==> src/rtl/mem_access_if.sv <==
// Load/store request, response and RAM-port bundle for mem_access_unit.
// Pure wiring, no latency of its own.
// Handshakes are valid/ready on the request and response channels.
interface mem_access_if #(
  parameter int D_BITS = 32,
  parameter int ADDR_W = 5
);
  // CPU request channel (byte address, right-aligned store data)
  logic              req_valid;
  logic              req_ready;
  logic              req_we;
  logic [ADDR_W+1:0] req_addr;
  logic [1:0]        req_size;
  logic              req_unsigned;
  logic [D_BITS-1:0] req_wdata;

  // CPU response channel
  logic              rsp_valid;
  logic              rsp_ready;
  logic [D_BITS-1:0] rsp_rdata;
  logic              rsp_err;

  // Word-wide single-port RAM side
  logic [ADDR_W-1:0] ram_addr;
  logic [D_BITS-1:0] ram_din;
  logic              ram_we;
  logic [D_BITS-1:0] ram_dout;

  // The access unit: serves requests and drives the RAM port
  modport slave (
    input  req_valid, req_we, req_addr, req_size, req_unsigned, req_wdata,
    input  rsp_ready, ram_dout,
    output req_ready, rsp_valid, rsp_rdata, rsp_err,
    output ram_addr, ram_din, ram_we
  );

  // The environment: CPU issuing requests and the RAM answering reads
  modport master (
    output req_valid, req_we, req_addr, req_size, req_unsigned, req_wdata,
    output rsp_ready, ram_dout,
    input  req_ready, rsp_valid, rsp_rdata, rsp_err,
    input  ram_addr, ram_din, ram_we
  );
endinterface

==> src/rtl/mem_access_unit.sv <==
// Byte-addressed load/store initiator in front of a word-wide RAM without byte enables.
// Latency accept->rsp_valid: error 1, load 2, word store 2, byte/half store 3 (RMW) cycles.
// One access in flight; req_ready low until the response handshake; response held while rsp_ready low.
module mem_access_unit #(
  parameter int D_BITS = 32,  // only 32 is supported
  parameter int ADDR_W = 5
) (
  input logic          clk,
  input logic          rst_n,
  mem_access_if.slave  bus
);

  localparam logic [1:0] SZ_BYTE = 2'b00;
  localparam logic [1:0] SZ_HALF = 2'b01;
  localparam logic [1:0] SZ_WORD = 2'b10;

  typedef enum logic [1:0] {IDLE, READ, WRITE, RESP} state_t;

  state_t            state_q, state_d;

  // Request fields captured at accept
  logic              we_q;
  logic [1:0]        size_q;
  logic [1:0]        off_q;
  logic              uns_q;
  logic [15:0]       wdata_q;   // only the low half is ever merged into a word

  // Registered outputs and their next values
  logic [ADDR_W-1:0] ram_addr_q;
  logic [D_BITS-1:0] ram_din_q, ram_din_d;
  logic              ram_we_q, ram_we_d;
  logic [D_BITS-1:0] rsp_rdata_q, rsp_rdata_d;
  logic              err_q, err_d;

  logic              accept;
  logic              misalign;

  // Right-align the addressed lane and sign/zero-extend it
  function automatic logic [D_BITS-1:0] load_extend(
    input logic [D_BITS-1:0] word,
    input logic [1:0]        size,
    input logic [1:0]        off,
    input logic              uns
  );
    logic [7:0]  b;
    logic [15:0] h;
    case (off)
      2'd0:    b = word[7:0];
      2'd1:    b = word[15:8];
      2'd2:    b = word[23:16];
      default: b = word[31:24];
    endcase
    h = off[1] ? word[31:16] : word[15:0];
    case (size)
      SZ_BYTE: load_extend = uns ? {24'b0, b} : {{24{b[7]}}, b};
      SZ_HALF: load_extend = uns ? {16'b0, h} : {{16{h[15]}}, h};
      default: load_extend = word;
    endcase
  endfunction

  // Replace the addressed byte/half lane of the RAM word with store data
  function automatic logic [D_BITS-1:0] store_merge(
    input logic [D_BITS-1:0] word,
    input logic [15:0]       data,
    input logic [1:0]        size,
    input logic [1:0]        off
  );
    logic [D_BITS-1:0] r;
    r = word;
    if (size == SZ_HALF) begin
      if (off[1]) r[31:16] = data;
      else        r[15:0]  = data;
    end else begin
      case (off)
        2'd0:    r[7:0]   = data[7:0];
        2'd1:    r[15:8]  = data[7:0];
        2'd2:    r[23:16] = data[7:0];
        default: r[31:24] = data[7:0];
      endcase
    end
    return r;
  endfunction

  assign accept   = bus.req_valid & (state_q == IDLE);
  assign misalign = (bus.req_size == 2'b11) ||
                    ((bus.req_size == SZ_HALF) && bus.req_addr[0]) ||
                    ((bus.req_size == SZ_WORD) && (bus.req_addr[1:0] != 2'b00));

  // Next state plus next values of the registered RAM/response outputs
  always_comb begin
    state_d     = state_q;
    ram_we_d    = 1'b0;
    ram_din_d   = ram_din_q;
    rsp_rdata_d = rsp_rdata_q;
    err_d       = err_q;
    case (state_q)
      IDLE: begin
        if (bus.req_valid) begin
          err_d       = misalign;
          rsp_rdata_d = '0;
          if (misalign) begin
            state_d = RESP;
          end else if (bus.req_we && (bus.req_size == SZ_WORD)) begin
            // full-word store needs no read: write straight away
            state_d   = WRITE;
            ram_we_d  = 1'b1;
            ram_din_d = bus.req_wdata;
          end else begin
            state_d = READ;
          end
        end
      end
      READ: begin
        if (we_q) begin
          state_d   = WRITE;
          ram_we_d  = 1'b1;
          ram_din_d = store_merge(bus.ram_dout, wdata_q, size_q, off_q);
        end else begin
          state_d     = RESP;
          rsp_rdata_d = load_extend(bus.ram_dout, size_q, off_q, uns_q);
        end
      end
      WRITE: begin
        state_d     = RESP;
        rsp_rdata_d = '0;
      end
      RESP: begin
        if (bus.rsp_ready) state_d = IDLE;
      end
      default: state_d = IDLE;
    endcase
  end

  // State, registered outputs and request capture; reset aborts any access at once
  always_ff @(posedge clk or negedge rst_n) begin
    if (!rst_n) begin
      state_q     <= IDLE;
      ram_we_q    <= 1'b0;
      ram_din_q   <= '0;
      ram_addr_q  <= '0;
      rsp_rdata_q <= '0;
      err_q       <= 1'b0;
      we_q        <= 1'b0;
      size_q      <= 2'b00;
      off_q       <= 2'b00;
      uns_q       <= 1'b0;
      wdata_q     <= '0;
    end else begin
      state_q     <= state_d;
      ram_we_q    <= ram_we_d;
      ram_din_q   <= ram_din_d;
      rsp_rdata_q <= rsp_rdata_d;
      err_q       <= err_d;
      if (accept) begin
        we_q       <= bus.req_we;
        size_q     <= bus.req_size;
        off_q      <= bus.req_addr[1:0];
        uns_q      <= bus.req_unsigned;
        wdata_q    <= bus.req_wdata[15:0];
        ram_addr_q <= bus.req_addr[ADDR_W+1:2];
      end
    end
  end

  assign bus.req_ready = rst_n & (state_q == IDLE);
  assign bus.rsp_valid = (state_q == RESP);
  assign bus.rsp_rdata = rsp_rdata_q;
  assign bus.rsp_err   = err_q & (state_q == RESP);
  assign bus.ram_addr  = ram_addr_q;
  assign bus.ram_din   = ram_din_q;
  assign bus.ram_we    = ram_we_q;

endmodule
==> src/flat_wrapper.sv <==
// flat-port wrapper written by rule: the top's interface ports become plain ports
module mem_access_unit_flat 
#(
  parameter int D_BITS = 32,                         
  parameter int ADDR_W = 5
)
  (clk, rst_n, bus_req_valid, bus_req_we, bus_req_addr, bus_req_size, bus_req_unsigned, bus_req_wdata, bus_rsp_ready, bus_ram_dout, bus_req_ready, bus_rsp_valid, bus_rsp_rdata, bus_rsp_err, bus_ram_addr, bus_ram_din, bus_ram_we);
  mem_access_if #(.D_BITS(D_BITS), .ADDR_W(ADDR_W)) bus_i ();
  input logic clk;
  input logic rst_n;
  input wire logic [$bits(bus_i.req_valid)-1:0] bus_req_valid;
  input wire logic [$bits(bus_i.req_we)-1:0] bus_req_we;
  input wire logic [$bits(bus_i.req_addr)-1:0] bus_req_addr;
  input wire logic [$bits(bus_i.req_size)-1:0] bus_req_size;
  input wire logic [$bits(bus_i.req_unsigned)-1:0] bus_req_unsigned;
  input wire logic [$bits(bus_i.req_wdata)-1:0] bus_req_wdata;
  input wire logic [$bits(bus_i.rsp_ready)-1:0] bus_rsp_ready;
  input wire logic [$bits(bus_i.ram_dout)-1:0] bus_ram_dout;
  output wire logic [$bits(bus_i.req_ready)-1:0] bus_req_ready;
  output wire logic [$bits(bus_i.rsp_valid)-1:0] bus_rsp_valid;
  output wire logic [$bits(bus_i.rsp_rdata)-1:0] bus_rsp_rdata;
  output wire logic [$bits(bus_i.rsp_err)-1:0] bus_rsp_err;
  output wire logic [$bits(bus_i.ram_addr)-1:0] bus_ram_addr;
  output wire logic [$bits(bus_i.ram_din)-1:0] bus_ram_din;
  output wire logic [$bits(bus_i.ram_we)-1:0] bus_ram_we;
  assign bus_i.req_valid = bus_req_valid;
  assign bus_i.req_we = bus_req_we;
  assign bus_i.req_addr = bus_req_addr;
  assign bus_i.req_size = bus_req_size;
  assign bus_i.req_unsigned = bus_req_unsigned;
  assign bus_i.req_wdata = bus_req_wdata;
  assign bus_i.rsp_ready = bus_rsp_ready;
  assign bus_i.ram_dout = bus_ram_dout;
  assign bus_req_ready = bus_i.req_ready;
  assign bus_rsp_valid = bus_i.rsp_valid;
  assign bus_rsp_rdata = bus_i.rsp_rdata;
  assign bus_rsp_err = bus_i.rsp_err;
  assign bus_ram_addr = bus_i.ram_addr;
  assign bus_ram_din = bus_i.ram_din;
  assign bus_ram_we = bus_i.ram_we;
  mem_access_unit #(.D_BITS(D_BITS), .ADDR_W(ADDR_W)) u_core (.clk(clk), .rst_n(rst_n), .bus(bus_i));
endmodule
==> config.mk <==
export PLATFORM = sky130hd
export DESIGN_NAME = mem_access_unit_flat
export DESIGN_NICKNAME = d
export VERILOG_FILES = /design/src/rtl/mem_access_if.sv /design/src/rtl/mem_access_unit.sv /design/src/flat_wrapper.sv
export SDC_FILE = /design/constraint.sdc
export NUM_CORES = 1
export LEC_CHECK = 0
export ABC_AREA = 1
export BUFFER_PORTS_ARGS = -buffer_cell sky130_fd_sc_hd__buf_2
export CAP_MARGIN = 20
export CORE_MARGIN = 2
export CORE_UTILIZATION = 50
export CTS_BUF_LIST = sky130_fd_sc_hd__clkbuf_16
export DETAILED_ROUTE_END_ITERATION = 8
export GPL_TIMING_DRIVEN = 0
export PLACE_DENSITY = 0.76
export RECOVER_POWER = 25
export SLEW_MARGIN = 20
export SYNTH_ARGS = -nofsm -noshare
export SYNTH_HDL_FRONTEND = slang
export SYNTH_SLANG_ARGS = --single-unit
==> constraint.sdc <==
create_clock -name clk -period 3.24 [get_ports clk]
set_input_delay 0.648 -clock clk [delete_from_list [all_inputs] [get_ports clk]]
set_output_delay 0.648 -clock clk [all_outputs]
set_load 0.005 [all_outputs]
==> summary.txt <==
Crit path launch type -> primary input
Detail Placement HPWL -> 14.0 mm
Reg-to-Reg End -> u_core.bus.rsp_rdata[5]
Final Hold Fails -> 0
Full die area -> 0.0125 sq mm
Clk pin slew, worst setup/hold paths -> 70 ps
Vias per std cell -> 5.36
Crit path launch -> rst_n
Worst Hold Class -> primary input to async pin
CP Max Fanout -> 55
Total Routing Usage GR -> 30.5%
Core Area -> 0.0114 sq mm
PortBufs -> 151
DR vias -> 6319
Final setup viols -> 0
Clock buffer depth -> 2
CP max stage delay -> 320 ps
Cells after synthesis -> 868
Crit-path slowest cell -> buf_6
Fin. max-slew vios -> 0
PnR Total Power -> 7.01 mW
First-pass GRT wire length -> 30.1 mm
Routed wire length -> 18.4 mm
Critical path capture point type -> output pin
CTS tree -> yes
Combinational power share -> 54.6%
Slew margin rel. -> 65.9%
Synth area leader -> dfrtp_1
# DRC -> 0
First-pass iteration count of the detailed router -> 5
Routed WL per cell -> 15.6 um
Leakage -> 4.09 nW
Register bit count reported by yosys -> 95
Area delta synth->final -> 21.7%
Cells on worst reg2reg path -> 9
Clock network fraction of total power -> 15.0%
CP required -> 2590 ps
Resized Gates After CTS -> 0
Yosys cell types -> 31
GRT overflow -> 0
Setup CP Type -> primary input to output pin
Crit path arrival time -> 1580 ps
Post-synth top area share -> 41.1%
Min Tclk post-route -> 2220 ps
Detailed Route Iter0 Violations -> 561
Largest net degree at the start of global routing -> 56
Critical Path End -> bus_req_ready
Mapped Nets -> 951
Post-CTS Setup Bufs -> 0
Worst-path cell chain -> buf_6, buf_16, nand2_1, inv_1, buf_2
Antenna Nets Post-Route -> 0
R2R Setup Slk -> 1150 ps
Seq pwr share -> 30.4%
Clk sinks -> 95
Vias in the first global route -> 6004
Warnings from Yosys -> 0
I/O pins -> 152
Setup tns final -> 0 ps
Largest cells by area after synthesis -> dfrtp_1, nand2_1, nand3_1
Nets -> 1114
Clk_lat worst skew -> 350 ps
Initial antenna violation count -> 0
Initial Utilization -> 50.9%
Num CTS Buffers -> 9
H-tree depth -> 3
Worst-margin pin slew -> 512 ps
Status -> completed
Pwr dens -> 995 mW/mm^2
Final GP Congestion -> 0.957
Cell Int Power -> 3.71 mW
Worst VDD drop -> 0.000522 V
Reg-to-reg startpoint -> u_core.state_q[1]
Layout cell share with drive strength beyond 1 -> 20.6%
Unrepaired setup endpoints after global routing -> false
# diodes -> 0
Switching power -> 3.30 mW
Post-synthesis sequential area ratio -> 41.1%
Clock Skew -> 6.00 ps
Achievable frequency -> 0.449 GHz
Switch share -> 47.1%
Site Rows -> 39
Hold buffer count at cts -> 0
Synthesized area per cell -> 6.67 sq um
Syn Std Cell Area -> 0.00579 sq mm
Clock root buffer -> clkbuf_16
Hold WS -> 198 ps
Die height -> 112 um
Die Width -> 112 um
Maxcap violations -> 0
Period utilisation layout -> 68.7%
==> synth_stat cells, drive strengths merged <==
library cell,instances
nand2,432
nand3,97
dfrtp,95
inv,60
o21ai,47
buf,37
a21oi,33
nor2,19
clkbuf,12
nand3b,9
o211ai,9
o221ai,6
ha,4
clkinv,2
a22oi,1
nand4,1
nor3,1
o21a,1
o22ai,1
or2,1
==> stage by stage <==
stage	utilization [%]	cell area [sq um]	setup WS [ps]	cells
global placement	59.2	6730	-54.9	1162
finish	62.0	7050	1020	1179
detailed placement	59.4	6760	978	1163
floorplan	-	5790	1690	868
CTS	62.0	7050	979	1179
global route	62.0	7050	859	1179
==> sequential cells by signal, summed over array words and instances (netlist names) <==
| signal | count |
|---|---|
| u_core.bus.ram_addr | 5 |
| u_core.bus.ram_din | 32 |
| u_core.bus.ram_we | 1 |
| u_core.bus.rsp_rdata | 32 |
| u_core.err_q | 1 |
| u_core.off_q | 2 |
| u_core.size_q | 2 |
| u_core.state_q | 2 |
| u_core.uns_q | 1 |
| u_core.wdata_q | 16 |
| u_core.we_q | 1 |
==> worst max-delay path, delay by kind of cell <==
kind,cells,cell delay (ps)
buf+inv,4,780
simple gates,1,90
==> cell families after synthesis <==
family,count (synthesis),share of synthesized area (%)
AND/OR/NAND/NOR,560,40.0
buffers and inverters,111,8.71
AO/OA/AOI/OAI,98,9.36
flip-flops,95,41.1
adder cells (fa/ha/maj),4,0.864
==> power groups by stage <==
stage	Sequential, mW	Clock (mW)	Combinational [mW]
final	2.13	1.05	3.83
after global routing	2.18	1.11	4.34
after CTS	2.12	1.06	3.79
after detailed placement	2.13	0	3.77
after global placement	2.12	0	3.70
after floorplan	2.10	0	2.50
==> final cells by class <==
class                   instances  area [sq um]
inverters                      62           234
plain buffers                  49           270
fillers                      1120          4320
clock buffers                   9           225
repair buffers                152           790
clock inverters                 7          65.1
well taps                     143           179
multi-input cells             662          2910
flip-flops and latches         95          2380
==> worst min-delay path by stage <==
| stage | cells after the start | endpoint | slack, ps |
|---|---|---|---|
| 2_1_floorplan | 0 | u_core.bus.ram_addr[0] | 350 |
| 3_3_place_gp | 2 | u_core.bus.ram_addr[1] | 460 |
| 3_5_place_dp | 2 | u_core.bus.ram_din[23] | 460 |
| 4_1_cts | 1 | u_core.bus.ram_addr[0] | 210 |
| 5_1_grt | 1 | u_core.bus.ram_addr[0] | 230 |
| 6_report | 1 | u_core.bus.ram_addr[0] | 200 |
==> cell usage in the layout (no fill, tap or decap), drive strengths merged, types with 9 or more instances in the layout <==
cell type    n
nand2      432
o211ai       9
nor2        19
nand3       97
nand3b       9
a21oi       33
o21ai       47
buf        189
dfrtp       95
clkbuf      21
inv         61
==> metal layers <==
metal  GRT usage, %  vias up  part of all wire, %
li1               -     3080                    -
met1           43.9     2916                   46
met2           46.5      279                   44
met3           4.35       44                  7.0
met4           12.9        0                  3.4
met5              0        -                    0
Note: power is estimated with default switching activity, not from simulation.
